File: src/rtl/uart_tx_fsm.sv
// uart_tx_fsm -- frame controller for the UART transmitter.
//
// Accepts a word on Data_Valid, latches its parity, and walks the shift
// serializer through START, DATA, optional PARITY and STOP. It owns the TX line
// mux, so TX_OUT and busy are decoded from the registered state only.
//
// Ports:
//   CLK, RST        bit clock; asynchronous active-low reset
//   Data_Valid      upstream word strobe
//   P_DATA          word being loaded (parity only; serializer holds the data)
//   PAR_EN/PAR_TYP  parity enable; 0 = even, 1 = odd
//   ser_done        serializer is presenting its last data bit
//   ser_data        serializer's current data bit
//   ser_en          shift enable to the serializer (DATA only)
//   mux_sel         00 start, 01 stop/idle, 10 data, 11 parity
//   busy            frame in progress
//   TX_OUT          serial line
//
// Build option: define UART_TX_B2B_EN to accept a new word during STOP.
// This gives back-to-back frames, and busy drops in STOP.
module uart_tx_fsm #(
    parameter int DATA_WIDTH = 8
) (
    input  logic                  CLK,
    input  logic                  RST,
    input  logic                  Data_Valid,
    input  logic [DATA_WIDTH-1:0] P_DATA,
    input  logic                  PAR_EN,
    input  logic                  PAR_TYP,
    input  logic                  ser_done,
    input  logic                  ser_data,
    output logic                  ser_en,
    output logic [1:0]            mux_sel,
    output logic                  busy,
    output logic                  TX_OUT
);

    localparam logic [2:0] S_IDLE   = 3'd0;
    localparam logic [2:0] S_START  = 3'd1;
    localparam logic [2:0] S_DATA   = 3'd2;
    localparam logic [2:0] S_PARITY = 3'd3;
    localparam logic [2:0] S_STOP   = 3'd4;

    logic [2:0] state_q, state_d;
    logic       par_bit_q, par_bit_d;
    logic       par_en_q, par_en_d;
    logic       accept;

    // Next state and frame-configuration capture.
    always_comb begin
        state_d   = state_q;
        par_bit_d = par_bit_q;
        par_en_d  = par_en_q;
        accept    = 1'b0;
        case (state_q)
            S_IDLE:   accept = Data_Valid;
            S_START:  state_d = S_DATA;
            S_DATA:   if (ser_done) state_d = par_en_q ? S_PARITY : S_STOP;
            S_PARITY: state_d = S_STOP;
            S_STOP: begin
                state_d = S_IDLE;
`ifdef UART_TX_B2B_EN
                accept  = Data_Valid;
`endif
            end
            default:  state_d = S_IDLE;   // illegal encodings fall back to idle
        endcase
        // The parity bit and enable are frozen here, so later changes to the
        // configuration inputs cannot disturb the frame in flight.
        if (accept) begin
            state_d   = S_START;
            par_en_d  = PAR_EN;
            par_bit_d = PAR_TYP ? ~^P_DATA : ^P_DATA;
        end
    end

    always_ff @(posedge CLK or negedge RST) begin
        if (!RST) begin
            state_q   <= S_IDLE;
            par_bit_q <= 1'b0;
            par_en_q  <= 1'b0;
        end else begin
            state_q   <= state_d;
            par_bit_q <= par_bit_d;
            par_en_q  <= par_en_d;
        end
    end

    // Outputs are decoded from the registered state only.
    always_comb begin
        mux_sel = 2'b01;
        ser_en  = 1'b0;
        busy    = 1'b0;
        case (state_q)
            S_START:  begin mux_sel = 2'b00; busy = 1'b1; end
            S_DATA:   begin mux_sel = 2'b10; busy = 1'b1; ser_en = 1'b1; end
            S_PARITY: begin mux_sel = 2'b11; busy = 1'b1; end
            S_STOP: begin
                mux_sel = 2'b01;
`ifdef UART_TX_B2B_EN
                busy    = 1'b0;
`else
                busy    = 1'b1;
`endif
            end
            default:  mux_sel = 2'b01;
        endcase
    end

    always_comb begin
        case (mux_sel)
            2'b00:   TX_OUT = 1'b0;
            2'b10:   TX_OUT = ser_data;
            2'b11:   TX_OUT = par_bit_q;
            default: TX_OUT = 1'b1;
        endcase
    end

endmodule
File: config.mk
export PLATFORM = sky130hd
export DESIGN_NAME = uart_tx_fsm
export DESIGN_NICKNAME = d
export VERILOG_FILES = /design/src/rtl/uart_tx_fsm.sv
export SDC_FILE = /design/constraint.sdc
export NUM_CORES = 1
export LEC_CHECK = 0
export BUFFER_PORTS_ARGS = -buffer_cell sky130_fd_sc_hd__buf_4
export CAP_MARGIN = 30
export CELL_PAD_IN_SITES_DETAIL_PLACEMENT = 1
export CELL_PAD_IN_SITES_GLOBAL_PLACEMENT = 1
export CORE_MARGIN = 4
export CORE_UTILIZATION = 25
export DETAILED_ROUTE_END_ITERATION = 10
export PLACE_DENSITY_LB_ADDON = 0.1
export RECOVER_POWER = 25
export SLEW_MARGIN = 20
export SYNTH_ARGS = -nofsm -noshare
export SYNTH_HDL_FRONTEND = slang
export SYNTH_SLANG_ARGS = --single-unit
File: constraint.sdc
create_clock -name CLK -period 1.3 [get_ports CLK]
set_input_delay 0.26 -clock CLK [delete_from_list [all_inputs] [get_ports CLK]]
set_output_delay 0.26 -clock CLK [all_outputs]
set_load 0.05 [all_outputs]
==> impl_results.md, run 1 <==
* Synth unique cells at 19
* Synth top area share at 35.0%
* Seq. cell area at 128 µm²
* Hold Crit Depth at 3
* Min-delay src: PAR_EN
* Final Util at 54.0%
* CTS Sinks at 5
* Maxcap violations at 0
* Die area at 2100 µm²
* Violated checks: negative setup slack
* Worst rel slew slack at 76.7%
* Wl on met1 at 339 µm
* Power Internal at 1.05 mW
* Antenna cell count at 0
* Crit path largest cell delay at 0.43 ns
* Skew-Pair Late Insertion Delay at 0.25 ns
* Pwr Total at 1.95 mW
* Clk pin slew, worst setup/hold paths at 0.04 ns
* FF+latch count, synth at 5
* PwrDens at 2740 nW/µm²
* CP max-delay cell: dfrtp_1
* Vias in the first global route at 434
* Total congestion overflow at 0
* Area Growth Syn to Fin at 99.0%
* F_max at 680 MHz
* Area of the multi-input gates at 278 µm²
* First-pass GRT wire length at 1.86 mm
* Clk network pwr share at 9.5%
* Reg2reg end: par_bit_q
* Setup TNS at -0.796 ns
* DR vias/cell at 4.56
* Crit path from: state_q[2]
* Die H at 45.8 µm
* Status: complete, but fails checks
* TritonCTS buffer count at 3
* Die W at 45.8 µm
* Reg power frac at 16.3%
* Root Driver: clkbuf_4
* Hold Crit Endpoint: par_en_q
* Top Metal Used: met4
* Final setup viols at 7
* Antenna Nets Post-Route at 0
* DR pass1 iterations at 1
* Max clock buf depth at 2
* Worst vdd ir at 0.972 mV
* Placed Cells at 78
* Worst hold-check path type: primary input to register
* IO buf count at 19
* Min cycle time layout at 1.47 ns
* Synth top area cells: dfrtp_1 (35%), xnor2_1 (12%), xnor3_2 (6.6%)
* Worst Skew at 0.00533 ns
* Setup ws final at -0.170 ns
* Post-route clock period utilization at 113%
* Syn Nets at 53
* RD Place Congestion at 0.652
* CTS H-tree lvls at 1
* Worst-path maximum fanout at 5
* Synth area leader: dfrtp_1
* Starting density of the core at 27.2%
* CP required at 1.04 ns
* Slew of the pin with the lowest slew margin at 0.348 ns
* Iteration-0 DRC Markers at 0
* Core Footprint at 1320 µm²
* CP arrival at 1.21 ns
* Cell Count, Final, Fillers Out at 86
* TritonCTS clock tree: done
* Sw Pwr at 0.903 mW
* Flop2flop setup slack at -0.10 ns
* Slew Viols, Final at 0
* Setup crit end kind: output pin
* Gate power share at 74.2%
* Final hold viol count at 0
* Via Count at 392
* WL met2 at 723 µm
* Final wirelength at 1.17 mm
* Met3 WL post-DR at 73 µm
* Net Sw Frac at 46.2%
* R2R depth at 3
* FILL cells at 153
* Worst setup path class: register to output pin
* Crit-path cells: buf_4 -> nand2b_2 -> buf_8
* Initial antenna violation count at 0
* Cells after Synth at 38
* Startpoint types: register
* Syn avg cell area at 9.42 µm²
* RR Startpoint: state_q[1]
* Layout cell share with drive strength beyond 1 at 66.2%
* DRC Markers at 0
* Routed len/inst at 13.6 µm
* Pin count of the biggest net entering global routing at 7
* RSZ-0062 raised after global routing: yes
* Design Area, Final at 712 µm²
* Post-synthesis sequential area ratio at 35.0%
* Syn Std Cell Area at 358 µm²
* # rows at 13
* Placed inst area at 604 µm²
* Total GRT Usage at 13.8%
* Leakage power at 0.347 nW
* Fin nets at 87
* Top-Level Pins at 20
* Synthesis warning total at 0
-- Yosys cell counts --
cell type,count
xnor2_2,1
a21oi_1,2
nand2_1,5
a21o_1,1
nor2b_1,1
xnor3_2,1
xor2_1,1
clkbuf_1,1
xnor2_1,5
nor2_1,2
inv_1,3
nand3_1,1
nor4b_2,1
o21ai_0,2
mux2_4,1
a31oi_1,1
nand2b_1,3
dfrtp_1,5
nor3_1,1
-- layer usage --
layer | GRT usage, % | vias up
met5 | 0 | -
met4 | 10.2 | 0
met3 | 2.77 | 4
met2 | 28.7 | 14
met1 | 10.4 | 182
li1 | - | 192
-- area by class of cell --
cell class / count / share of cell area, %
clock buffers: 4 / 3.69
inverters: 3 / 1.58
multi-input cells: 29 / 39.0
flip-flops and latches: 5 / 17.9
well taps: 15 / 2.64
repair buffers: 30 / 35.1
-- worst max-delay path, delay by kind of cell, from the launching register on --
family / cells / cell delay (ns)
flops: 1 / 0.43
buf+inv: 2 / 0.34
simple gates: 1 / 0.19
-- per-stage QoR --
| step | worst slack (ns) | hold slack, ns |
|---|---|---|
| 2_1_floorplan | -0.00303 | -0.0356 |
| 3_3_place_gp | -0.133 | 0.0657 |
| 3_5_place_dp | -0.167 | 0.0682 |
| 4_1_cts | -0.185 | 0.217 |
| 5_1_grt | -0.211 | 0.241 |
| 6_report | -0.170 | 0.221 |
-- registers in the layout, summed over array words and instances (netlist names) --
signal and count:
par_bit_q 1, par_en_q 1, state_q 3
-- cells in the final DEF, fill, tap and decap left out, types with 3 or more instances in the layout --
cell type	synthesis	routed
buf_4	0	22
buf_6	0	5
xnor2_1	5	3
clkbuf_4	0	3
nand2_1	5	4
dfrtp_1	5	3
-- power by group through the flow --
stage	combinational, mW	sequential [mW]	clock [mW]
2_1_floorplan	0.786	0.298	0
3_3_place_gp	1.16	0.301	0
3_5_place_dp	1.20	0.307	0
4_1_cts	1.38	0.304	0.196
5_1_grt	1.53	0.324	0.210
6_report	1.45	0.317	0.186
-- what timing repair did --
action | in CTS | in global routing
buffers inserted | 3 | 0
hold buffers | 1 | 0
resized for setup | 9 | 7
endpoints found under the hold margin | 5 | 0
setup endpoints to repair | 5 | 7
pin swaps | 0 | 2
-- worst max-delay path by stage --
stage | end | slack [ns] | depth (start not counted)
4_1_cts | busy | -0.18 | 4
6_report | TX_OUT | -0.17 | 3
3_5_place_dp | par_bit_q | -0.17 | 5
3_3_place_gp | par_bit_q | -0.13 | 5
2_1_floorplan | par_bit_q | -0.003 | 2
5_1_grt | TX_OUT | -0.21 | 5
-- logic make-up after synthesis --
group	after synthesis	synth area share (%)
DFF	5	35.0
AOI/OAI and AO/OA	6	9.44
buffers and inverters	4	4.19
and+or+nand+nor	14	21.3
xor gates and xnor gates	8	25.9
muxes	1	4.19
Note: power is estimated with default switching activity, not from simulation.
==> run 2, diff against run 1 <==
--- a/config.mk
+++ b/config.mk
@@ -5,6 +5,7 @@
 export SDC_FILE = /design/constraint.sdc
 export NUM_CORES = 1
 export LEC_CHECK = 0
+export ABC_AREA = 1
 export BUFFER_PORTS_ARGS = -buffer_cell sky130_fd_sc_hd__buf_4
 export CAP_MARGIN = 30
 export CELL_PAD_IN_SITES_DETAIL_PLACEMENT = 1
==> impl_results.md, run 2 <==
* Status: complete, but fails checks
* Violated checks: negative setup slack
* Post-synth EDFFs at 0 (unchanged)
* Placed Cells at 101 (+29%)
* Total congestion overflow at 0 (unchanged)
* Synth top area cells: dfrtp_1 (31%), nand2_1 (19%), inv_1 (7.4%)
* Cell Count, Final, Fillers Out at 108 (+26%)
* Die H at 48.3 µm (+5.4%)
* CP required at 1.04 ns (about the same)
* Pwr Total at 2.03 mW (+4.0%)
* TritonCTS clock tree: done
* PwrDens at 2900 nW/µm² (+5.7%)
* Most frequent cells in the layout: nand2_1 (21), buf_4 (17), inv_1 (8)
* Seq. cell area at 128 µm² (unchanged)
* Slew of the pin with the lowest slew margin at 0.277 ns (-0.0713 ns)
* R2R depth at 5 (+2)
* F_max at 664 MHz (-2.4%)
* Worst rel slew slack at 81.5% (+4.8 points)
* RD Place Congestion at 0.839 (+29%)
* Synth top area share at 30.8% (-4.2 points)
* Slew Viols, Final at 0 (unchanged)
* Core Footprint at 1520 µm² (+16%)
* End of the critical path: TX_OUT
* Busiest metal layer after global routing: met2
* Worst hold-check path type: primary input to register
* Design Area, Final at 701 µm² (-1.6%)
* Syn avg cell area at 6.45 µm² (-31%)
* Final setup viols at 4 (-3)
* Routed len/inst at 10.9 µm (-20%)
* Final hold viol count at 0 (unchanged)
* Starting density of the core at 26.7% (-0.48 points)
* Hold Crit Depth at 3 (unchanged)
* Initial antenna violation count at 0 (unchanged)
* First-pass GRT wire length at 2.04 mm (+9.6%)
* Global routing met1 resource utilization at 11.4% (+1.0 points)
* Max reg flops at 3 (unchanged)
* RR Startpoint: state_q[2]
* Synth area leader: dfrtp_1
* Final wirelength at 1.17 mm (+0.43%)
* Root Driver: clkbuf_4
* Final Util at 46.0% (-8.1 points)
* Syn Nets at 78 (+47%)
* CP arrival at 1.25 ns (+0.04 ns)
* Main synth FF type: dfrtp_1
* Hold_ws at 0.219 ns (-0.00244 ns)
* Met3 usage at 3.68% (+0.91 points)
* Total GRT Usage at 10.7% (-3.1 points)
* Startpoint types: register
* Top-Level Pins at 20 (unchanged)
* Antenna cell count at 0 (unchanged)
* Setup TNS at -0.690 ns (+0.106 ns)
* DR vias/cell at 4.41 (-3.3%)
* Crit path from: state_q[2]
* Pre-CTS setup slack at -0.0330 ns (+0.134 ns)
* TritonCTS buffer count at 3 (unchanged)
* Post-route clock period utilization at 116% (+2.8 points)
* Synthesis warning total at 0 (unchanged)
* Synth unique cells at 16 (-3)
* DR pass1 iterations at 2 (+1)
* RSZ-0062 raised after global routing: yes
* Fin nets at 108 (+24%)
* CTS Sinks at 5 (unchanged)
* Worst setup path class: register to output pin
* Cell with the most instances after synthesis: nand2_1
* Skew-Pair Late Insertion Delay at 0.24 ns (about the same)
* Area Growth Syn to Fin at 72.3%
* # rows at 14 (+1)
* DRC Markers at 0 (unchanged)
* Worst Skew at 0.00340 ns (-0.00193 ns)
* Leading cell type in the layout, fill and taps excluded: nand2_1
* Syn Std Cell Area at 407 µm² (+14%)
* Largest register by flop count: state_q
* Via Count at 476 (+21%)
* Leakage power at 0.390 nW (+12%)
* Setup ws final at -0.207 ns (-0.0368 ns)
* Die W at 48.3 µm (+5.4%)
* Vias in the first global route at 502 (+16%)
* Flop2flop setup slack at 0.07 ns (+0.17 ns)
* Post-synth top cells: nand2_1 (21), inv_1 (8), dfrtp_1 (5), nand3_1 (5)
* Maxcap violations at 0 (unchanged)
* Post-DP HPWL at 988 µm
* Area of the multi-input gates at 265 µm² (-4.5%)
* Die area at 2340 µm² (+11%)
* FFs w/ async S/R, synth at 100% (unchanged)
* IO buf count at 19 (unchanged)
* Reg2reg end: state_q[2]
* CTS H-tree lvls at 1 (unchanged)
* Antenna Nets Post-Route at 0 (unchanged)
* Pin count of the biggest net entering global routing at 6 (-1)
* FF+latch count, synth at 5 (unchanged)
* Cells after Synth at 63 (+66%)
* Clk pin slew, worst setup/hold paths at 0.04 ns (about the same)
* Min cycle time layout at 1.51 ns (+0.0368 ns)
* Worst-path maximum fanout at 5 (unchanged)
* Worst vdd ir at 0.998 mV (+2.8%)
* Post-synthesis sequential area ratio at 30.8% (-4.2 points)
* FILL cells at 205 (+34%)
* Setup crit end kind: output pin
* Iteration-0 DRC Markers at 1 (+1)
* Top Registers: state_q (3), par_bit_q (1), par_en_q (1)
* Layout cell share with drive strength beyond 1 at 45.7% (-21 points)
* Met2 track utilization from global routing at 19.6% (-9.1 points)
* Max clock buf depth at 2 (unchanged)
* Placed inst area at 604 µm² (unchanged)
run 2: cell count changes in the layout (fill, tap and decap cells not counted), moves of 3 or more:
cell and change:
inv_1 +6, o21ai_1 +3, buf_4 -5, nand3_1 +3
nand2_1 +17, inv_2 +3
run 2: how the worst min path moves through the flow:
stage / start / endpoint / slack [ns]
after detailed placement: RST / state_q[0] / 0.07
after floorplan: RST / par_bit_q / -0.04
final: PAR_EN / par_en_q / 0.22
after CTS: PAR_EN / par_en_q / 0.22
after global routing: PAR_EN / par_en_q / 0.24
after global placement: RST / state_q[1] / 0.06
run 2: what timing repair did:
action                                  CTS  global route
setup buffers                             1             1
hold endpoints to repair                  5             0
cloned                                    0             0
hold buffers                              1             0
endpoints found under the setup margin    5             7
pin swaps                                 2             0
resized for setup                         8             6
run 2: final cells by class:
| cell class | count | area share (%) |
|---|---|---|
| clock buffer | 4 | 3.75 |
| inverter | 12 | 6.43 |
| multi-input combinational | 46 | 37.9 |
| sequential | 5 | 18.2 |
| tap | 16 | 2.86 |
| timing repair buffer | 25 | 30.9 |
run 2: cell families after synthesis:
family | after synthesis | share of synthesized area (%)
AND/OR/NAND/NOR | 37 | 43.4
buffers and inverters | 12 | 11.1
AO/OA/AOI/OAI | 5 | 6.15
flip-flops | 5 | 30.8
XOR/XNOR | 4 | 8.62
run 2: metal layers:
metal / wire length (µm) / vias up
met5: 0 / -
met4: 11 / 0
met3: 77 / 2
met2: 616 / 14
met1: 467 / 212
li1: - / 248
run 2: worst max-delay path: stages, from the launching register on:
cell	delay, ns
dfrtp_2	0.46
nor3_4	0.23
nand2_1	0.09
nand3_2	0.07
buf_6	0.15
run 2: report_power, final:
part | internal, mW | switching (mW) | total, mW
Clock | 0.116 | 0.0630 | 0.179
Sequential | 0.237 | 0.109 | 0.346
Combinational | 0.609 | 0.897 | 1.51
